**src/rtl/kore_pkg.sv**
```systemverilog
// Shared types and instruction-field positions for the kore dispatch logic.
package kore_pkg;

  typedef enum logic [1:0] {
    IDLE  = 2'd0,
    ISSUE = 2'd1,
    WAIT  = 2'd2
  } kore_state_e;

  // LSB positions of the instruction-word fields
  localparam int OPC = 0;
  localparam int RD  = 7;
  localparam int F3  = 12;
  localparam int RS0 = 15;
  localparam int RS1 = 20;
  localparam int TGT = 2;

  localparam int OPC_W = 7;
  localparam int REG_W = 5;
  localparam int F3_W  = 3;

  localparam logic [F3_W-1:0] BC_F3 = 3'b111;

endpackage

```
**src/rtl/kore_ir_fields.sv**
```systemverilog
// Combinational instruction-word field extractor; out-of-range unit
// indices fold back to unit 0.
module kore_ir_fields
  import kore_pkg::*;
#(
  parameter int NFU = 2
) (
  input  logic [31:0]      ir_code,
  output logic [OPC_W-1:0] opcode,
  output logic [REG_W-1:0] rs0,
  output logic [REG_W-1:0] rs1,
  output logic [REG_W-1:0] rd,
  output logic             bc,
  output logic [1:0]       tgt
);

  logic [1:0] tgt_raw;

  assign opcode  = ir_code[OPC +: OPC_W];
  assign rs0     = ir_code[RS0 +: REG_W];
  assign rs1     = ir_code[RS1 +: REG_W];
  assign rd      = ir_code[RD  +: REG_W];
  assign bc      = (ir_code[F3 +: F3_W] == BC_F3);
  assign tgt_raw = ir_code[TGT +: 2];
  assign tgt     = (32'(tgt_raw) >= NFU) ? 2'd0 : tgt_raw;

endmodule

```
**src/rtl/kore_opdispatch.sv**
```systemverilog
// Instruction dispatch FSM: accepts one instruction, issues it to a function
// unit and waits for that unit's eop, with a watchdog on the wait.
module kore_opdispatch
  import kore_pkg::*;
#(
  parameter int XLEN    = 32,
  parameter int NFU     = 2,
  parameter int TMO_CYC = 255
) (
  input  logic             clk,
  input  logic             rst_n,
  input  logic             ir_vld,
  output logic             ir_rdy,
  input  logic [31:0]      ir_code,
  input  logic [XLEN-1:0]  pc_in,
  output logic             op_vld,
  input  logic [NFU-1:0]   op_rdy,
  output logic [NFU-1:0]   op_sel,
  output logic [6:0]       opcode,
  output logic [4:0]       pcdata_rs0,
  output logic [4:0]       pcdata_rs1,
  output logic [4:0]       pcdata_rd,
  output logic             pcdata_bc,
  output logic [XLEN-1:0]  pc_out,
  input  logic [NFU-1:0]   eop,
  output logic             opflag,
  output logic             err,
  output logic             busy
);

  localparam int CW = $clog2(TMO_CYC + 1);
  localparam logic [CW-1:0] TMO_LAST = CW'(TMO_CYC - 1);

  kore_state_e     state_q, state_d;
  logic [CW-1:0]   cnt_q, cnt_d;
  logic            opflag_q, opflag_d;
  logic            err_q, err_d;
  logic            load;

  logic [NFU-1:0]  op_sel_q;
  logic [6:0]      opcode_q;
  logic [4:0]      rs0_q, rs1_q, rd_q;
  logic            bc_q;
  logic [XLEN-1:0] pc_q;

  logic [6:0]      f_opcode;
  logic [4:0]      f_rs0, f_rs1, f_rd;
  logic            f_bc;
  logic [1:0]      f_tgt;
  logic [NFU-1:0]  sel_new;
  logic            rdy_hit, eop_hit;

  kore_ir_fields #(.NFU(NFU)) u_fields (
    .ir_code (ir_code),
    .opcode  (f_opcode),
    .rs0     (f_rs0),
    .rs1     (f_rs1),
    .rd      (f_rd),
    .bc      (f_bc),
    .tgt     (f_tgt)
  );

  assign sel_new = NFU'(1) << f_tgt;
  // op_sel_q is one-hot, so masking ignores every non-target unit
  assign rdy_hit = |(op_rdy & op_sel_q);
  assign eop_hit = |(eop & op_sel_q);

  always_comb begin
    state_d  = state_q;
    cnt_d    = cnt_q;
    opflag_d = 1'b0;
    err_d    = err_q;
    load     = 1'b0;
    unique case (state_q)
      IDLE: begin
        if (ir_vld) begin
          load    = 1'b1;
          err_d   = 1'b0;
          state_d = ISSUE;
        end
      end
      ISSUE: begin
        if (rdy_hit) begin
          if (eop_hit) begin
            state_d  = IDLE;
            opflag_d = 1'b1;
          end else begin
            state_d = WAIT;
            cnt_d   = '0;
          end
        end
      end
      WAIT: begin
        if (eop_hit) begin
          state_d  = IDLE;
          opflag_d = 1'b1;
        end else if (cnt_q == TMO_LAST) begin
          state_d  = IDLE;
          opflag_d = 1'b1;
          err_d    = 1'b1;
        end else begin
          cnt_d = cnt_q + CW'(1);
        end
      end
      default: state_d = IDLE;
    endcase
  end

  always_ff @(posedge clk or negedge rst_n) begin
    if (!rst_n) begin
      state_q  <= IDLE;
      cnt_q    <= '0;
      opflag_q <= 1'b0;
      err_q    <= 1'b0;
    end else begin
      state_q  <= state_d;
      cnt_q    <= cnt_d;
      opflag_q <= opflag_d;
      err_q    <= err_d;
    end
  end

  always_ff @(posedge clk or negedge rst_n) begin
    if (!rst_n) begin
      op_sel_q <= '0;
      opcode_q <= '0;
      rs0_q    <= '0;
      rs1_q    <= '0;
      rd_q     <= '0;
      bc_q     <= 1'b0;
      pc_q     <= '0;
    end else if (load) begin
      op_sel_q <= sel_new;
      opcode_q <= f_opcode;
      rs0_q    <= f_rs0;
      rs1_q    <= f_rs1;
      rd_q     <= f_rd;
      bc_q     <= f_bc;
      pc_q     <= pc_in;
    end
  end

  assign ir_rdy     = (state_q == IDLE);
  assign busy       = (state_q != IDLE);
  assign op_vld     = (state_q == ISSUE);
  assign op_sel     = op_sel_q;
  assign opcode     = opcode_q;
  assign pcdata_rs0 = rs0_q;
  assign pcdata_rs1 = rs1_q;
  assign pcdata_rd  = rd_q;
  assign pcdata_bc  = bc_q;
  assign pc_out     = pc_q;
  assign opflag     = opflag_q;
  assign err        = err_q;

endmodule

```
**config.mk**
```make
export PLATFORM = sky130hd
export DESIGN_NAME = kore_opdispatch
export DESIGN_NICKNAME = d
export VERILOG_FILES = /design/src/rtl/kore_pkg.sv /design/src/rtl/kore_ir_fields.sv /design/src/rtl/kore_opdispatch.sv
export SDC_FILE = /design/constraint.sdc
export NUM_CORES = 1
export LEC_CHECK = 0
export ABC_AREA = 1
export CAP_MARGIN = 20
export CORE_MARGIN = 2
export CORE_UTILIZATION = 39
export DETAILED_ROUTE_END_ITERATION = 16
export PLACE_DENSITY = 0.78
export SYNTH_ARGS = -nofsm -noshare
export SYNTH_HDL_FRONTEND = slang
export SYNTH_HIERARCHICAL = 1
export SYNTH_SLANG_ARGS = --single-unit
```
**constraint.sdc**
```tcl
create_clock -name clk -period 1.45 [get_ports clk]
set_input_delay 0.29 -clock clk [delete_from_list [all_inputs] [get_ports clk]]
set_output_delay 0.29 -clock clk [all_outputs]
set_load 0.005 [all_outputs]
```
==> Word-level counts from Yosys, hierarchy flattened <==
Index checks and enable logic that the tools add are counted.
{ "word_totals": {"ff_bits": 69, "inputBits": 71, "out_inout_bits": 62, "elab_cells": 59} }
{ "op_classes": {"n_addsub": 1, "magnitude_cmp": 1, "n_eq_ne": 11, "shifts": 1, "muxes": 23, "n_bitwise": 2, "reduce_logical": 9} }
{ "ops": {"columns": ["cell", "count"], "rows": [
  ["two-way mux 8 bit", 4],
  ["one-hot mux 8 bit (2 select lines)", 1],
  ["two-way mux 2 bit", 6],
  ["inequality test 2 bit, second input constant", 5],
  ["two-way mux 1 bit", 9],
  ["adder 8 x 1 -> 8 bit, second input constant", 1],
  ["equality test 8 bit, second input constant", 1],
  ["one-hot mux 2 bit (3 select lines)", 1],
  ["nonzero test 2 bit", 3],
  ["AND reduction 5 bit", 1],
  ["bitwise AND 2 bit", 2],
  ["one-hot mux 1 bit (2 select lines)", 2],
  ["AND reduction 4 bit", 1],
  ["OR reduction 2 bit", 2],
  ["equality test 3 bit, second input constant", 1],
  ["inequality test 3 bit, second input constant", 1],
  ["AND reduction 3 bit", 1],
  ["equality test 2 x 1 -> 1 bit, second input constant", 1],
  ["equality test 2 bit, second input constant", 1],
  ["greater-or-equal comparator 2 bit, second input constant", 1],
  ["logical NOT 2 bit", 1],
  ["inequality test 2 x 1 -> 1 bit, second input constant", 1],
  ["left shift 1 x 2 -> 2 bit, first input constant", 1]
]} }

==> Logic depth before layout (Yosys ltp) <==
Gate-level depths: netlist (run 1).
{ "logic_depth": {"depth_word": 5, "depth_mapped": 10} }

==> Cells and area by module <==
Netlist (run 1), hierarchy kept.
{ "modules_own_cells": {"columns": ["module", "n_inst", "cells_each", "area_each_um2", "seq_area_each_um2"], "rows": [
  ["kore_opdispatch", 1, 367, 2989.1, 1726.7],
  ["kore_ir_fields", 1, 29, 197.7, 0.0]
]} }

==> Least setup slack after synthesis (run 1) <==
Ideal clock, no wire load.
{ "synth_path": {"path_kind": "register to register", "startpoint": "reg state_q[0]", "endpoint": "reg cnt_q[3]", "setup_ps": 116, "arrival_ps": 1246, "t_required_ps": 1334, "slack_ps": 88, "stages_incl_launch_ff": 9, "n_path_buf": 0, "period_less_slack_ps": 1362, "path_cell_list": "dfrtp_1 inv_1 ha_1 inv_2 nor2_4 o21bai_4 nand2_4 nand2_1 nand2_1"} }
{ "synth_between": {"elab_chain_len": 3} }
{ "synth_lines": {"columns": ["element", "line", "rtl"], "rows": [
  ["start, declared", "kore_opdispatch.sv:34", "kore_state_e state_q, state_d;"],
  ["start signal, assigned", "kore_opdispatch.sv:116", "state_q <= state_d;"],
  ["equality test 2 bit or equality test 2 x 1 -> 1 bit (tied branches)", "kore_opdispatch.sv:74", "unique case (state_q)"],
  ["inequality test 2 bit (no source line), or another cell as far along", null, null],
  ["AND reduction 5 bit (no source line)", null, null],
  ["end signal, assigned", "kore_opdispatch.sv:117", "cnt_q <= cnt_d;"],
  ["end, declared", "kore_opdispatch.sv:35", "logic [CW-1:0] cnt_q, cnt_d;"]
]} }
Several ways; a longest one is shown, not always the timed one.
A chain may end at the register's enable or synchronous reset.

==> Final worst setup path (run 1) <==
{ "layout_path": {"startpoint": "reg state_q[1]", "endpoint": "reg err_q, in the netlist err"} }
{ "layout_between": {"elab_chain_len": 3} }
{ "layout_lines": {"columns": ["element", "line", "rtl"], "rows": [
  ["equality test 2 bit or logical NOT 2 bit (tied branches)", "kore_opdispatch.sv:74", null],
  ["inequality test 2 bit (no source line) or nonzero test 2 bit (tied branches)", null, null],
  ["AND reduction 4 bit (no source line)", null, null],
  ["end signal, assigned", "kore_opdispatch.sv:119", "err_q <= err_d;"],
  ["end, declared", "kore_opdispatch.sv:37", "logic err_q, err_d;"]
]} }
Several ways; a longest one is shown, not always the timed one.

==> impl_metrics.env, run 1 <==
export IMPL_cp_max_fo=4
export IMPL_drt_pass1_iter_count=4
export IMPL_ioPinCount=133
export IMPL_drive_gt1_frac=0.162
export IMPL_grt_util_all_layers=0.182
export IMPL_dieWidth_um=94.4
export IMPL_synth_avg_cell_area_um2=8.05
export IMPL_p_per_area_nw_per_um2=1840
export IMPL_drt_iter0_drc=119
export IMPL_violations="negative setup slack"
export IMPL_dr_max_layer_used="met4"
export IMPL_synth_largest_area_cell="dfrtp_1"
export IMPL_synth_seq_cells=69
export IMPL_slew_viol_final=0
export IMPL_hold_viol=0
export IMPL_cts_buffer_depth=2
export IMPL_synth_edf_count=0
export IMPL_syn_nets=472
export IMPL_avgRoutedWirePerCell_um=13.1
export IMPL_drc=0
export IMPL_drt_total_wl_mm=8.41
export IMPL_skew_ns=0.00960
export IMPL_min_period_ns=1.49
export IMPL_hp_class="in2reg"
export IMPL_synth_most_common_cell="nand2_1"
export IMPL_tritoncts="built"
export IMPL_start_util=0.408
export IMPL_rsz0062_at_grt="true"
export IMPL_coreArea_um2=7810
export IMPL_required_ns=1.71
export IMPL_outcome="complete, but fails checks"
export IMPL_irDropWorstVdd_mv=0.861
export IMPL_drtAntennaViolNets=0
export IMPL_grt_max_degree=70
export IMPL_htreeDepth=3
export IMPL_drv_cap=0
export IMPL_first_global_vias=2835
export IMPL_grt_overflow=0
export IMPL_die_y_um=94.4
export IMPL_period_share=1.03
export IMPL_finalSetupViolCount=9
export IMPL_dpl_hpwl_mm=5.32
export IMPL_routed_wl_met2_mm=4.24
export IMPL_clk_latency_ns=0.34
export IMPL_synth_warnings=6
export IMPL_cts_buffers=9
export IMPL_worst_slack_ns=-0.0434
export IMPL_placementRows=32
export IMPL_synth_top_cell_area_share=0.542
export IMPL_dr_total_vias=2919
export IMPL_io_buffer_count=125
export IMPL_ys_async_sr_fraction=1.00
export IMPL_fmax_mhz=670
export IMPL_worst_setup_path_type="reg2reg"
export IMPL_clk_pin_slew_ns=0.08
export IMPL_critPathSlowestCell="dfrtp_1"
export IMPL_ys_top_cells_by_area="dfrtp_1 (54%), nand2_1 (26%), buf_4 (5.4%)"
export IMPL_routed_via_density=4.56
export IMPL_dieArea_um2=8910
export IMPL_endpoint_kind="register"
export IMPL_wl_met3_um=503
export IMPL_critPathLaunchType="register"
export IMPL_slowest_delay_ns=0.40
export IMPL_pre_cts_ws_ns=-0.148
export IMPL_yosysUniqueCellTypes=24
export IMPL_num_antenna_cells=0
export IMPL_root_buffer="clkbuf_8"
export IMPL_synth_common_cells="nand2_1 (221), dfrtp_1 (69), buf_4 (23)"
export IMPL_area_delta_synth_final_pct=57.2
export IMPL_p_leak_uw=0.00268
export IMPL_synth_flop_cell="dfrtp_1"
export IMPL_netlist_instances=396
export IMPL_clkSinkCount=69
export IMPL_fin_nets=609
export IMPL_wl_met1_mm=3.50
export IMPL_antenna_found_initial=0
export IMPL_path_cells="inv_2, buf_6, ha_4, buf_4, nand2_8, o21ai_2, nand2_1, nor2_1, nor2_2, a21oi_2"
export IMPL_grt_pass1_wl_mm=12.6
export IMPL_syn_cell_area_um2=3190
export IMPL_place_congestion=0.812
export IMPL_cp_data_arrival_time_ns=1.75
export IMPL_synth_seq_area_share=0.542
export IMPL_fin_setup_tns_ns=-0.121
==> placed cells by master, fill, tap and decap left out, types with 2 or more instances in the layout <==
cell and count:
inv_1 12, clkbuf_8 11, nand2_2 10, bufinv_16 2, nor2_2 3, nand2_1 214, buf_6 8, clkbuf_16 3
ha_1 2, buf_12 4, nor2_1 16, o21ai_2 3, dlygate4sd2_1 59, inv_2 4, nand3_1 8, nor2_4 3
ha_4 3, clkdlybuf4s50_1 62, buf_4 22, dfrtp_1 69
==> registers in the layout, indices dropped and copies added (netlist names), 2 cells and up <==
| register | count |
|---|---|
| op_sel | 2 |
| cnt_q | 8 |
| pcdata_rs0 | 5 |
| opcode | 7 |
| state_q | 2 |
| pcdata_rd | 5 |
| pcdata_rs1 | 5 |
| pc_out | 32 |
==> worst max-delay path, delay by kind of cell, from the launching register on <==
| kind | cells | cell delay [ns] |
|---|---|---|
| compound gates | 2 | 0.20 |
| simple gates | 4 | 0.38 |
| flops | 1 | 0.40 |
| buf+inv | 3 | 0.30 |
| fa+ha+maj | 1 | 0.15 |
==> path summary, 6_finish.rpt <==
check / start / to / slack, ns / cells after the start
hold / removal: ir_code[22] / pcdata_rs1[2] / 0.47 / 3
hold reg to reg: pc_out[8] / pc_out[8] / 0.48 / 2
setup reg to reg: state_q[1] / err / -0.04 / 10
setup / recovery: state_q[1] / err / -0.04 / 10
max in group asynchronous: rst_n / opcode[2] / 0.66 / 3
min in group asynchronous: rst_n / pcdata_rs1[4] / 0.50 / 3
==> report_power, final <==
part           switching, µW  internal [µW]  total (µW)
combinational           2000           2260        4260
sequential               431           2720        3150
clock                    735           1070        1800
==> metrics by stage <==
stage                     hold slack [ns]  std cells  cell area [µm²]  total power [µW]   util
after floorplan                  -0.00559        396             3190              4700      -
after global placement              0.340        604             4490              7030  0.575
after detailed placement            0.339        604             4490              7150  0.575
after CTS                           0.459        635             4850              8890  0.621
after global routing                0.457        640             5010              9870  0.642
final                               0.475        640             5010              9210  0.642
==> logic make-up after synthesis <==
logic type | Yosys count | share of synthesized area
other | 1 | 0.00118
adders and majority gates | 5 | 0.0196
DFF | 69 | 0.542
buffers and inverters | 53 | 0.0930
xor gates and xnor gates | 1 | 0.00275
AOI/OAI and AO/OA | 9 | 0.0212
and+or+nand+nor | 258 | 0.320
==> metal layers <==
| metal | GRT usage | vias up |
|---|---|---|
| met5 | 0 | - |
| met4 | 0.0785 | 0 |
| met3 | 0.0455 | 16 |
| met2 | 0.317 | 92 |
| met1 | 0.214 | 1364 |
| li1 | - | 1447 |
==> layout make-up <==
cell class | count | area, µm²
timing repair buffer | 161 | 1590
sequential | 69 | 1730
clock inverter | 5 | 81.3
inverter | 18 | 77.6
fill | 658 | 2800
multi-input combinational | 274 | 1250
tap | 102 | 128
clock buffer | 11 | 151
==> what timing repair did <==
item                                    CTS  global route
buffers inserted                         15             0
hold buffers                              1             0
endpoints found under the setup margin  130            63
hold endpoints to repair                 69             0
resized for setup                        95            18
gates cloned                              0             5
pin swaps                                 6             7
Note: power is estimated with default switching activity, not from simulation.
==> run 2, diff against run 1 <==
--- a/config.mk
+++ b/config.mk
@@ -6,11 +6,13 @@
 export NUM_CORES = 1
 export LEC_CHECK = 0
 export ABC_AREA = 1
+export ABC_CLOCK_PERIOD_IN_PS = 1450
 export CAP_MARGIN = 20
 export CORE_MARGIN = 2
 export CORE_UTILIZATION = 39
 export DETAILED_ROUTE_END_ITERATION = 16
 export PLACE_DENSITY = 0.78
+export SKIP_LAST_GASP = 1
 export SYNTH_ARGS = -nofsm -noshare
 export SYNTH_HDL_FRONTEND = slang
 export SYNTH_HIERARCHICAL = 1
==> run 2 against run 1 <==
Effect of this change:
- the run still ends with negative setup slack left
- routed wire length fell by 7.0%
- final cell count fell by 0.63%
- non-clock buffer count fell by 4
- sequential power barely moved
- sequential cell count did not move
- combinational power fell by 6.3%
- clock power barely moved
- critical path type unchanged
- largest cell class unchanged
==> impl_metrics.env, run 2 (synthesis gave the netlist of run 1 again) <==
export IMPL_top_usage_layer="met2"
export IMPL_endpoint_kind="register"
export IMPL_cp_max_fo=4
export IMPL_die_y_um=94.4
export IMPL_drc=0
export IMPL_fin_setup_tns_ns=-0.0930
export IMPL_grt_overflow=0
export IMPL_p_per_area_nw_per_um2=1820
export IMPL_worst_setup_path_type="reg2reg"
export IMPL_drive_gt1_frac=0.150
export IMPL_area_delta_synth_final_pct=54.1
export IMPL_outcome="complete, but fails checks"
export IMPL_skew_ns=0.00927
export IMPL_p_leak_uw=0.00263
export IMPL_p_seq_frac=0.352
export IMPL_dpl_cell_count=604
export IMPL_dpl_hpwl_mm=5.32
export IMPL_critPathSlowestCell="dfrtp_1"
export IMPL_final_core_util=0.629
export IMPL_routed_via_density=4.54
export IMPL_p_comb_frac=0.448
export IMPL_period_share=1.03
export IMPL_power_switching_uw=3030
export IMPL_first_global_vias=2838
export IMPL_clkSinkCount=69
export IMPL_clk_latency_ns=0.34
export IMPL_drt_total_wl_mm=7.82
export IMPL_critPathLaunchType="register"
export IMPL_cp_data_arrival_time_ns=1.76
export IMPL_netSwitchingFraction=0.340
export IMPL_p_clk_frac=0.200
export IMPL_grt_max_degree=70
export IMPL_path_cells="inv_2, buf_6, ha_4, buf_4, nand2_8, o21ai_1, nand2_1, nor2_1, nor2_2, a21oi_2"
export IMPL_path_delay_family="flip-flops"
export IMPL_cts_buffers=9
export IMPL_dieArea_um2=8910
export IMPL_grt_pass1_wl_mm=12.7
export IMPL_tritoncts="built"
export IMPL_start_util=0.408
export IMPL_io_buffer_count=125
export IMPL_slowest_delay_ns=0.40
export IMPL_grt_util_all_layers=0.182
export IMPL_cts_buffer_depth=2
export IMPL_worst_slack_ns=-0.0447
export IMPL_place_congestion=0.812
export IMPL_internal_power_uw=5890
export IMPL_drt_iter0_drc=83
export IMPL_finalSetupViolCount=7
export IMPL_fillerInstances=673
export IMPL_htreeDepth=3
export IMPL_path_buf_inv=3
export IMPL_clk_pin_slew_ns=0.08
export IMPL_antenna_found_initial=0
export IMPL_min_period_ns=1.49
export IMPL_num_antenna_cells=0
export IMPL_rsz0062_at_grt="true"
export IMPL_placementRows=32
export IMPL_slew_viol_final=0
export IMPL_ioPinCount=133
export IMPL_coreArea_um2=7810
export IMPL_fin_nets=605
export IMPL_dr_total_vias=2887
export IMPL_drt_pass1_iter_count=4
export IMPL_largest_reg_flops=32
export IMPL_grtUsageMet3=0.0455
export IMPL_hold_viol=0
export IMPL_dieWidth_um=94.4
export IMPL_hp_class="in2reg"
export IMPL_layout_common_cells="nand2_1 (216), dfrtp_1 (69), clkdlybuf4s50_1 (62)"
export IMPL_irDropWorstVdd_mv=0.845
export IMPL_avgRoutedWirePerCell_um=12.3
export IMPL_drv_cap=0
export IMPL_met1_usage=0.213
export IMPL_root_buffer="clkbuf_8"
export IMPL_finalNonFillerCells=636
export IMPL_use_met2=0.318
export IMPL_final_common_cell="nand2_1"
export IMPL_violations="negative setup slack"
export IMPL_fmax_mhz=669
export IMPL_drtAntennaViolNets=0
export IMPL_required_ns=1.71
==> run 2: cell types whose count changed in the layout (fill, tap and decap cells not counted), sizes merged <==
| cell | delta |
|---|---|
| clkinv | +1 |
| buf | -2 |
| clkbuf | -2 |
| inv | -1 |
==> run 2: final timing paths <==
path                             start       endpoint  slack (ns)  cells past startpoint
max                         state_q[1]            err       -0.04                     10
max reg2reg                 state_q[1]            err       -0.04                     10
min in group asynchronous        rst_n  pcdata_rs1[4]        0.50                      3
min                        ir_code[22]  pcdata_rs1[2]        0.47                      3
max in group asynchronous        rst_n       cnt_q[1]        0.66                      3
min reg2reg                  pc_out[8]      pc_out[8]        0.48                      2
==> run 2: stage by stage <==
stage / cell area (µm²) / hold WS, ns / setup WS [ns] / power [µW]
after CTS: 4840 / 0.459 / -0.0724 / 8850
after global routing: 4910 / 0.458 / -0.146 / 9610
after detailed placement: 4490 / 0.339 / -0.148 / 7150
after floorplan: 3190 / -0.00559 / 0.0877 / 4700
final: 4910 / 0.474 / -0.0447 / 8920
after global placement: 4490 / 0.340 / -0.119 / 7030
==> run 2: power groups by stage <==
stage               combinational, µW  sequential (µW)  clock, µW
floorplan                        1470             3230          0
finish                           3990             3140       1790
CTS                              3880             3140       1840
detailed placement               3960             3190          0
global placement                 3850             3170          0
global route                     4440             3240       1920
==> run 2: tightest hold or removal path, delay by kind of cell <==
kind	cells	cell delay (ns)
simple gates	2	0.10
buf+inv	1	0.39
==> run 2: area by class of cell <==
| class | instances | area, µm² | area share |
|---|---|---|---|
| flip-flops and latches | 69 | 1730 | 0.352 |
| clock buffers | 11 | 151 | 0.0308 |
| well taps | 102 | 128 | 0.0260 |
| repair buffers | 157 | 1500 | 0.306 |
| inverters | 18 | 75.1 | 0.0153 |
| multi-input cells | 274 | 1250 | 0.254 |
| clock inverters | 5 | 81.3 | 0.0166 |
==> run 2: timing repair <==
action,in CTS,in global routing
endpoints found under the hold margin,69,0
setup buffers,15,0
pin swaps,6,6
setup endpoints to repair,130,71
gates resized for setup,92,14
gates cloned,0,1
hold buffers,1,0
==> run 2: layer usage <==
metal | up-vias | routed length (µm)
met3 | 17 | 505
met2 | 95 | 3980
met4 | 0 | 165
met1 | 1340 | 3170
li1 | 1435 | -
met5 | - | 0
